[src/rtl/elevator_multi_ctrl_if.sv]
// Elevator controller signal bundle.
//   CallReq   : floor call bits from the call panels (level or pulse)
//   DoorBlock : door obstruction sensor
//   Floor     : current floor
//   MotorEn   : motor running
//   Dir       : travel direction, 1 = up, 0 = down
//   DoorAnim  : door thermometer, 0 = fully open, all ones = fully closed
//   Pending   : latched outstanding calls
// The master modport is the panel/datapath side; the slave modport is the controller.
interface elevator_multi_ctrl_if #(
  parameter int FLOORS     = 4,
  parameter int FLOOR_W    = 2,
  parameter int DOOR_STEPS = 4
);
  logic [FLOORS-1:0]     CallReq;
  logic                  DoorBlock;
  logic [FLOOR_W-1:0]    Floor;
  logic                  MotorEn;
  logic                  Dir;
  logic [DOOR_STEPS-1:0] DoorAnim;
  logic [FLOORS-1:0]     Pending;

  modport master (
    output CallReq, DoorBlock,
    input  Floor, MotorEn, Dir, DoorAnim, Pending
  );

  modport slave (
    input  CallReq, DoorBlock,
    output Floor, MotorEn, Dir, DoorAnim, Pending
  );
endinterface

[src/rtl/elevator_multi_ctrl.sv]
// Multi-floor elevator controller. Latches floor calls, serves them in collective
// (SCAN) order and sequences door closing, travel, door opening and dwell.
// Ports:
//   CLK   : system clock
//   RST_n : asynchronous active-low reset
//   bus   : elevator_multi_ctrl_if.slave (calls and obstruction in; floor, motor,
//           direction, door animation and pending calls out, all registered)
//
// state      | meaning
// -----------+------------------------------------------------------------
// ST_IDLE    | doors open, no work outside the current floor
// ST_CLOSING | door animation filling towards fully closed
// ST_MOVING  | motor on, stepping one floor every TRAVEL cycles
// ST_OPENING | door animation draining towards fully open
// ST_DWELL   | doors fully open, counting down before auto-close
module elevator_multi_ctrl #(
  parameter int FLOORS     = 4,
  parameter int FLOOR_W    = 2,
  parameter int DOOR_STEPS = 4,
  parameter int TRAVEL     = 2,
  parameter int DWELL      = 3
) (
  input logic                  CLK,
  input logic                  RST_n,
  elevator_multi_ctrl_if.slave bus
);
  localparam logic [2:0] ST_IDLE    = 3'd0;
  localparam logic [2:0] ST_CLOSING = 3'd1;
  localparam logic [2:0] ST_MOVING  = 3'd2;
  localparam logic [2:0] ST_OPENING = 3'd3;
  localparam logic [2:0] ST_DWELL   = 3'd4;

  localparam int TRV_W = (TRAVEL > 1) ? $clog2(TRAVEL) : 1;
  localparam int DWL_W = (DWELL > 1) ? $clog2(DWELL) : 1;
  localparam logic [TRV_W-1:0]   TRV_LAST  = TRV_W'(TRAVEL - 1);
  localparam logic [DWL_W-1:0]   DWL_LOAD  = DWL_W'(DWELL - 1);
  localparam logic [FLOOR_W-1:0] FLOOR_TOP = FLOOR_W'(FLOORS - 1);

  logic [2:0]            state_q, state_d;
  logic [FLOOR_W-1:0]    floor_q, floor_d;
  logic                  motor_q, motor_d;
  logic                  dir_q, dir_d;
  logic [DOOR_STEPS-1:0] door_q, door_d;
  logic [FLOORS-1:0]     pend_q, pend_d;
  logic [TRV_W-1:0]      travel_q, travel_d;
  logic [DWL_W-1:0]      dwell_q, dwell_d;

  logic [FLOORS-1:0]  floor_mask, nxt_mask, pend_nx;
  logic [FLOOR_W-1:0] floor_nx;
  logic               here_call;

  // True when any call bit lies strictly above (up=1) or below (up=0) floor f.
  function automatic logic any_beyond(input logic [FLOORS-1:0] p,
                                      input logic [FLOOR_W-1:0] f,
                                      input logic up);
    logic hit;
    hit = 1'b0;
    for (int i = 0; i < FLOORS; i++) begin
      if (up ? (i > int'(f)) : (i < int'(f))) hit = hit | p[i];
    end
    return hit;
  endfunction

  always_comb begin
    state_d  = state_q;
    floor_d  = floor_q;
    motor_d  = motor_q;
    dir_d    = dir_q;
    door_d   = door_q;
    travel_d = travel_q;
    dwell_d  = dwell_q;
    floor_nx = floor_q;
    nxt_mask = '0;

    floor_mask = FLOORS'(1) << floor_q;
    here_call  = |(bus.CallReq & floor_mask);
    // A call for the floor we are standing at is only latched while the doors are
    // sealed for travel; otherwise it is answered by the open doors themselves.
    pend_nx = pend_q | (bus.CallReq & ((state_q == ST_MOVING) ? '1 : ~floor_mask));
    pend_d  = pend_nx;

    case (state_q)
      ST_IDLE: begin
        if (|((pend_q | bus.CallReq) & ~floor_mask)) state_d = ST_CLOSING;
      end
      ST_CLOSING: begin
        // Obstruction or a hall call here wins even over a fully closed door.
        if (bus.DoorBlock || here_call) begin
          state_d = ST_OPENING;
          door_d  = door_q >> 1;
        end else if (&door_q) begin
          state_d  = ST_MOVING;
          motor_d  = 1'b1;
          travel_d = '0;
          if (!any_beyond(pend_nx, floor_q, dir_q)) dir_d = ~dir_q;
        end else begin
          door_d = (door_q << 1) | DOOR_STEPS'(1);
        end
      end
      ST_MOVING: begin
        if (travel_q == TRV_LAST) begin
          travel_d = '0;
          if (dir_q && floor_q != FLOOR_TOP)         floor_nx = floor_q + 1'b1;
          else if (!dir_q && floor_q != '0)          floor_nx = floor_q - 1'b1;
          floor_d  = floor_nx;
          nxt_mask = FLOORS'(1) << floor_nx;
          if (|(pend_nx & nxt_mask) || !any_beyond(pend_nx, floor_nx, dir_q)) begin
            motor_d = 1'b0;
            pend_d  = pend_nx & ~nxt_mask;
            state_d = ST_OPENING;
          end
        end else begin
          travel_d = travel_q + 1'b1;
        end
      end
      ST_OPENING: begin
        door_d = door_q >> 1;
        if (door_q == '0) begin
          state_d = ST_DWELL;
          dwell_d = DWL_LOAD;
        end
      end
      ST_DWELL: begin
        if (bus.DoorBlock || here_call) begin
          dwell_d = DWL_LOAD;
        end else if (dwell_q == '0) begin
          state_d = (|pend_nx) ? ST_CLOSING : ST_IDLE;
        end else begin
          dwell_d = dwell_q - 1'b1;
        end
      end
      default: begin
        state_d = ST_IDLE;
        motor_d = 1'b0;
        door_d  = '0;
      end
    endcase
  end

  always_ff @(posedge CLK or negedge RST_n) begin
    if (!RST_n) begin
      state_q  <= ST_IDLE;
      floor_q  <= '0;
      motor_q  <= 1'b0;
      dir_q    <= 1'b1;
      door_q   <= '0;
      pend_q   <= '0;
      travel_q <= '0;
      dwell_q  <= '0;
    end else begin
      state_q  <= state_d;
      floor_q  <= floor_d;
      motor_q  <= motor_d;
      dir_q    <= dir_d;
      door_q   <= door_d;
      pend_q   <= pend_d;
      travel_q <= travel_d;
      dwell_q  <= dwell_d;
    end
  end

  assign bus.Floor    = floor_q;
  assign bus.MotorEn  = motor_q;
  assign bus.Dir      = dir_q;
  assign bus.DoorAnim = door_q;
  assign bus.Pending  = pend_q;
endmodule
[src/flat_wrapper.sv]
// flat-port wrapper written by rule: the top's interface ports become plain ports
module elevator_multi_ctrl_flat 
#(
  parameter int FLOORS     = 4,
  parameter int FLOOR_W    = 2,
  parameter int DOOR_STEPS = 4,
  parameter int TRAVEL     = 2,
  parameter int DWELL      = 3
)
  (CLK, RST_n, bus_CallReq, bus_DoorBlock, bus_Floor, bus_MotorEn, bus_Dir, bus_DoorAnim, bus_Pending);
  elevator_multi_ctrl_if #(.FLOORS(FLOORS), .FLOOR_W(FLOOR_W), .DOOR_STEPS(DOOR_STEPS)) bus_i ();
  input logic CLK;
  input logic RST_n;
  input wire logic [$bits(bus_i.CallReq)-1:0] bus_CallReq;
  input wire logic [$bits(bus_i.DoorBlock)-1:0] bus_DoorBlock;
  output wire logic [$bits(bus_i.Floor)-1:0] bus_Floor;
  output wire logic [$bits(bus_i.MotorEn)-1:0] bus_MotorEn;
  output wire logic [$bits(bus_i.Dir)-1:0] bus_Dir;
  output wire logic [$bits(bus_i.DoorAnim)-1:0] bus_DoorAnim;
  output wire logic [$bits(bus_i.Pending)-1:0] bus_Pending;
  assign bus_i.CallReq = bus_CallReq;
  assign bus_i.DoorBlock = bus_DoorBlock;
  assign bus_Floor = bus_i.Floor;
  assign bus_MotorEn = bus_i.MotorEn;
  assign bus_Dir = bus_i.Dir;
  assign bus_DoorAnim = bus_i.DoorAnim;
  assign bus_Pending = bus_i.Pending;
  elevator_multi_ctrl #(.FLOORS(FLOORS), .FLOOR_W(FLOOR_W), .DOOR_STEPS(DOOR_STEPS), .TRAVEL(TRAVEL), .DWELL(DWELL)) u_core (.CLK(CLK), .RST_n(RST_n), .bus(bus_i));
endmodule
[config.mk]
export PLATFORM = sky130hd
export DESIGN_NAME = elevator_multi_ctrl_flat
export DESIGN_NICKNAME = d
export VERILOG_FILES = /design/src/rtl/elevator_multi_ctrl_if.sv /design/src/rtl/elevator_multi_ctrl.sv /design/src/flat_wrapper.sv
export SDC_FILE = /design/constraint.sdc
export NUM_CORES = 1
export LEC_CHECK = 0
export CAP_MARGIN = 20
export CORE_MARGIN = 5
export CORE_UTILIZATION = 49
export DETAILED_ROUTE_END_ITERATION = 12
export GPL_ROUTABILITY_DRIVEN = 0
export MAX_ROUTING_LAYER = met4
export PLACE_DENSITY = 0.81
export SLEW_MARGIN = 0
export SYNTH_ARGS = -nofsm -noshare
export SYNTH_HDL_FRONTEND = slang
export SYNTH_SLANG_ARGS = --single-unit
[constraint.sdc]
create_clock -name CLK -period 2 [get_ports CLK]
set_input_delay 0.3 -clock CLK [delete_from_list [all_inputs] [get_ports CLK]]
set_output_delay 0.3 -clock CLK [all_outputs]
set_load 0.02 [all_outputs]
* Word level (Yosys, flattened, before mapping)
Cells that the tools add are included.
Operators by class: multipliers 0, $add $sub $neg 4, bitwise logic cells 20, reductions and logical operators 26, divide/modulo/power cells 0, mux-type cells 70, eq/ne operators 16, shift-type cells 2, $lt $le $gt $ge 12
Operator list (count):
- 1-bit two-way mux | 44
- 3-bit two-way mux | 8
- 4-bit two-way mux | 6
- 4-bit bitwise AND | 5
- 4-bit OR reduction | 4
- 3-bit case mux with 5 select lines | 1
- 2-bit two-way mux | 7
- 7-bit AND reduction | 2
- 4-bit case mux with 3 select lines | 1
- 2-bit by 1-bit != test with 1-bit output (second input constant) | 5
- 2-bit > comparator (first input constant) | 4
- 1-bit by 2-bit less-than comparator with 1-bit output (first input constant) | 4
- 2-bit != test (second input constant) | 4
- 4-bit NOT | 2
- 4-bit bitwise OR | 2
- 1-bit by 2-bit left shift with 4-bit output (first input constant) | 2
- 3-bit by 2-bit == test with 1-bit output (second input constant) | 2
- 1-bit bitwise OR | 6
- 3-bit AND reduction | 2
- 2-bit nonzero test | 3
- 3-bit OR reduction | 2
- 1-bit NOT | 5
- 5-bit AND reduction | 1
- 1-bit by 2-bit > comparator with 1-bit output (first input constant) | 2
- other kinds (20) | 26
Word-level totals: register bits 18, memory bits (read-only) 0, memories kept 0, RAM bits 0, input port bits 7, logic and storage cells 158, output and inout bits 12, latch bits 0

* Depth between registers and ports, before layout
Gate-level depths: netlist (run 1).
depth in word-level cells 28, gate-level depth with buffers 9, mapped depth without buffers 8

* Worst setup path before layout (run 1)
OpenSTA, ideal clock, no wires.
path type register to register, start point register u_core.floor_q[0] (netlist: u_core.bus.Floor[0]), end point register u_core.pend_q[0] (netlist: u_core.bus.Pending[0]), period minus slack after synthesis 2.322 ns, slack -0.322 ns, required time 1.859 ns, library setup time 0.141 ns, stages on the path, launching flop included 10, arrival time 2.181 ns, buffers on the path 1, cell sequence dfrtp_1 buf_2 inv_1 ha_1 mux2i_2 xnor2_2 mux2_4 o32a_2 o21ai_4 a31oi_1
Between the ends: word-level cells in the longest chain between the ends 28, elaborated cells between the ends (all ways) 50, classes of those cells add/sub (2); order compare (6); eq/ne (1); shift (2); mux (24); bitwise (9); reduce/logical (6)
Ends and longest elaborated chain:
- start, declared | RTL line elevator_multi_ctrl.sv:40 | logic [FLOOR_W-1:0] floor_q, floor_d;
- start signal, assigned | RTL line elevator_multi_ctrl.sv:152 | floor_q <= floor_d;
- branches (longest 27 deep; another with 2-bit by 1-bit subtractor with 2-bit output)
- 4-bit two-way mux (*) | RTL line elevator_multi_ctrl.sv:82 | case (state_q)
- via u_core.pend_d[0] | RTL line elevator_multi_ctrl.sv:44 | logic [FLOORS-1:0] pend_q, pend_d;
- end signal, assigned | RTL line elevator_multi_ctrl.sv:156 | pend_q <= pend_d;
- end, declared | RTL line elevator_multi_ctrl.sv:44
Mark *: on every way through the listed nets, which the timed path passes. The select of a mux whose other input is x is not followed. A chain may end at the register's enable or synchronous reset.

* Worst setup path in the final report (run 1)
start point register u_core.floor_q[0] (netlist: u_core.bus.Floor[0]), end point register u_core.pend_q[2] (netlist: u_core.bus.Pending[2])
Same word-level chain as after synthesis.

==> results.py, run 1 <==
metrics = {
    "status": {
        "status": "finished with violations",
        "failed_checks": "negative setup slack",
    },
    "synth": {
        "ys.flop_type": "dfrtp_1",
        "ys_warn_count": 0,
        "synthCells": 152,
        "synth_top_cell_by_area": "dfrtp_1",
        "ys_seq_elements": 18,
        "yosysUniqueCellTypes": 51,
        "synth_edf_count": 0,
        "ys_seq_area_share_pct": 32.8,
        "synth_top_area_share_pct": 30.9,
        "ys_async_sr_fraction_pct": 100,
        "syn_nets": 166,
        "syn_avg_cell_area_um2": 9.06,
        "syn_area_um2": 1380,
        "synth.area.top_cells": "dfrtp_1 31%, ha_1 6.4%, a21oi_1 3.6%, nand2_1 3.5%, nor2_1 3.3%",
    },
    "clock_tree": {
        "htreeDepth": 1,
        "root_buffer": "clkbuf_4",
        "insertion_delay_ps": 310,
        "cts_made_buffers": 3,
        "cts_buffer_depth": 2,
        "hold_buffers": 0,
        "cts_tree": "yes",
        "clkTransAtPathRegs_ps": 120,
        "cts_sinks": 18,
    },
    "finish": {
        "num-fill-cells": 188,
        "post-route-util_pct": 71.5,
        "nNetsFinal": 215,
        "layout-drive-gt1-share_pct": 34.0,
        "syn_to_final_growth_pct": 41.9,
        "layout_commonest_cell": "buf_4",
        "layout_common_cells": "31 x buf_4, 17 x clkdlybuf4s50_1, 15 x dfrtp_1",
        "multi_input_area_um2": 963,
        "seq_area_um2": 454,
        "diodes": 0,
    },
    "critical_path": {
        "r2r-end": "u_core.bus.Pending[2]$_DFF_PN0_",
        "crit_arrival_ps": 2210,
        "r2r_setup_slack_ps": -20,
        "crit_end": "u_core.bus.Pending[2]$_DFF_PN0_",
        "critPathRequiredTime_ps": 2190,
        "startpoint_type": "register",
        "critical_path.max_fanout": 5,
        "r2r_cells": 8,
        "cp-end-kind": "register",
        "reg2reg_from": "u_core.bus.Floor[0]$_DFFE_PN0P_",
        "crit_type": "register to register",
        "crit_path_start": "u_core.bus.Floor[0]$_DFFE_PN0P_",
    },
    "timing": {
        "timing.final.crit_share_pct": 101,
        "fin_crit_ps": 2020,
        "setup_tns_ps": -24.4,
        "skew_ps": 6.87,
        "fin_hold_ws_ps": 315,
        "worstMarginPinSlew_ps": 563,
        "fin_ws_ps": -16.3,
        "setup_viol": 2,
        "slew-limit-headroom_pct": 62.1,
        "clock.fmax_mhz": 496,
        "slew_violations": 0,
        "rsz0062_at_grt": "true",
        "finalHoldViolations": 0,
    },
    "hold_path": {
        "hold_class": "input pin to async pin",
    },
    "job": {
        "max_cap_viol_count": 0,
    },
    "route": {
        "vias_per_cell": 6.03,
        "first_pass_iters": 5,
        "vias": 1392,
        "avgRoutedWirePerCell_um": 17.1,
        "routed_wl_um": 3950,
        "drc": 0,
        "drtIter0Drc": 86,
        "drtAntennaViolNets": 0,
    },
    "floorplanning": {
        "fp-row-count": 19,
        "ioPinCount": 19,
        "start_util_pct": 50.4,
        "die_w_um": 63.0,
        "design.die.area_um2": 3970,
        "fp.coreArea_um2": 2730,
        "fp.dieH_um": 63.0,
    },
    "global_routing": {
        "antenna_found_initial": 0,
        "grt_pass1_vias": 1362,
        "grt_pass1_wl_um": 6400,
        "grt_overflow_total": 0,
        "grt_start_max_net_pins": 19,
        "grtUsageTotal_pct": 20.3,
    },
    "power": {
        "p_leak_nw": 0.820,
        "ir_worst_vdd_uv": 1170,
        "powerDensity_nw_per_um2": 1410,
        "total_power_mw": 2.75,
    },
    "placed_design": {
        "place_ws_ps": -107,
        "io_buffers": 18,
        "place_hpwl_um": 2740,
    },
}
## through the flow
step | cells | instance area, um2
final | 231 | 1950
after global routing | 231 | 1950
after CTS | 228 | 1850
after detailed placement | 223 | 1790
after global placement | 223 | 1790
after floorplan | 152 | 1400
## worst max-delay path, stage by stage (launching register included)
cell	delay (ps)
dfrtp_2	470
inv_4	100
ha_1	210
nor2b_1	90
o31ai_1	270
a21oi_1	120
o32a_2	420
o21ai_4	110
a31oi_1	120
## per-layer routing
layer  up-vias  share of wire (%)  GRT usage, %
met5         -                  0             -
met4         0               0.66          6.63
met3         5                5.4          3.78
met2        50                 49          30.9
met1       674                 45          26.9
li1        663                  -             -
## cells by family (layout without fill, tap and decap cells)
kind of cell | count (synthesis) | count (layout) | share of synthesized area (%)
fa+ha+maj | 7 | 7 | 6.36
mux | 6 | 6 | 5.09
simple gates | 54 | 54 | 22.3
xor+xnor | 2 | 2 | 1.82
compound gates | 51 | 51 | 27.2
flops | 18 | 18 | 32.8
buf+inv | 14 | 62 | 4.54
## synth_stat cells (all sizes together) (3+ instances only)
cell type	count
mux2i	4
dfrtp	17
a31oi	3
inv	8
buf	4
nor2b	7
nor3	6
o22ai	4
nand3	3
nand2	13
o31ai	5
ha	7
and4bb	3
a21oi	11
nor2	12
o21bai	3
a22oi	3
o21ai	9
## worst min path at each step
stage / endpoint / depth (start not counted)
after global placement: u_core.dwell_q[0]$_DFFE_PN0P_ / 3
after CTS: u_core.dwell_q[1]$_DFFE_PN0P_ / 2
after detailed placement: u_core.dwell_q[0]$_DFFE_PN0P_ / 2
after floorplan: u_core.bus.DoorAnim[0]$_DFFE_PN0P_ / 0
after global routing: u_core.dwell_q[1]$_DFFE_PN0P_ / 2
final: u_core.state_q[0]$_DFFE_PN0P_ / 2
## repair_timing
action                                  4_1_cts  5_1_grt
endpoints found under the setup margin       10       14
gates resized for setup                       7       16
pin swaps                                     4       11
setup buffers                                 1        3
## cell type report
class                   count  area share, %
well taps                  31           1.98
flip-flops and latches     18           23.2
clock buffers               4           1.86
repair buffers             50           21.8
inverters                   8           1.79
multi-input cells         120           49.3
## power breakdown
group	total (mW)	switching [mW]	internal [mW]
clock	0.240	0.129	0.111
combinational	1.91	0.972	0.937
sequential	0.599	0.132	0.467
total	2.75	1.23	1.52
## sequential cells by signal, summed over array words and instances, names as in the netlist
signal,count
u_core.bus.Floor,2
u_core.travel_q,1
u_core.dwell_q,2
u_core.bus.MotorEn,1
u_core.bus.Dir,1
u_core.bus.Pending,4
u_core.state_q,3
u_core.bus.DoorAnim,4
Power figures use the tool's default switching activity.
==> run 2: changes to the inputs <==
--- a/config.mk
+++ b/config.mk
@@ -5,7 +5,8 @@
 export SDC_FILE = /design/constraint.sdc
 export NUM_CORES = 1
 export LEC_CHECK = 0
-export CAP_MARGIN = 20
+export ABC_CLOCK_PERIOD_IN_PS = 2000
+export CAP_MARGIN = 25
 export CORE_MARGIN = 5
 export CORE_UTILIZATION = 49
 export DETAILED_ROUTE_END_ITERATION = 12
==> results of run 2 <==
No change in the layout: final DEF, timing and power equal those of run 1.
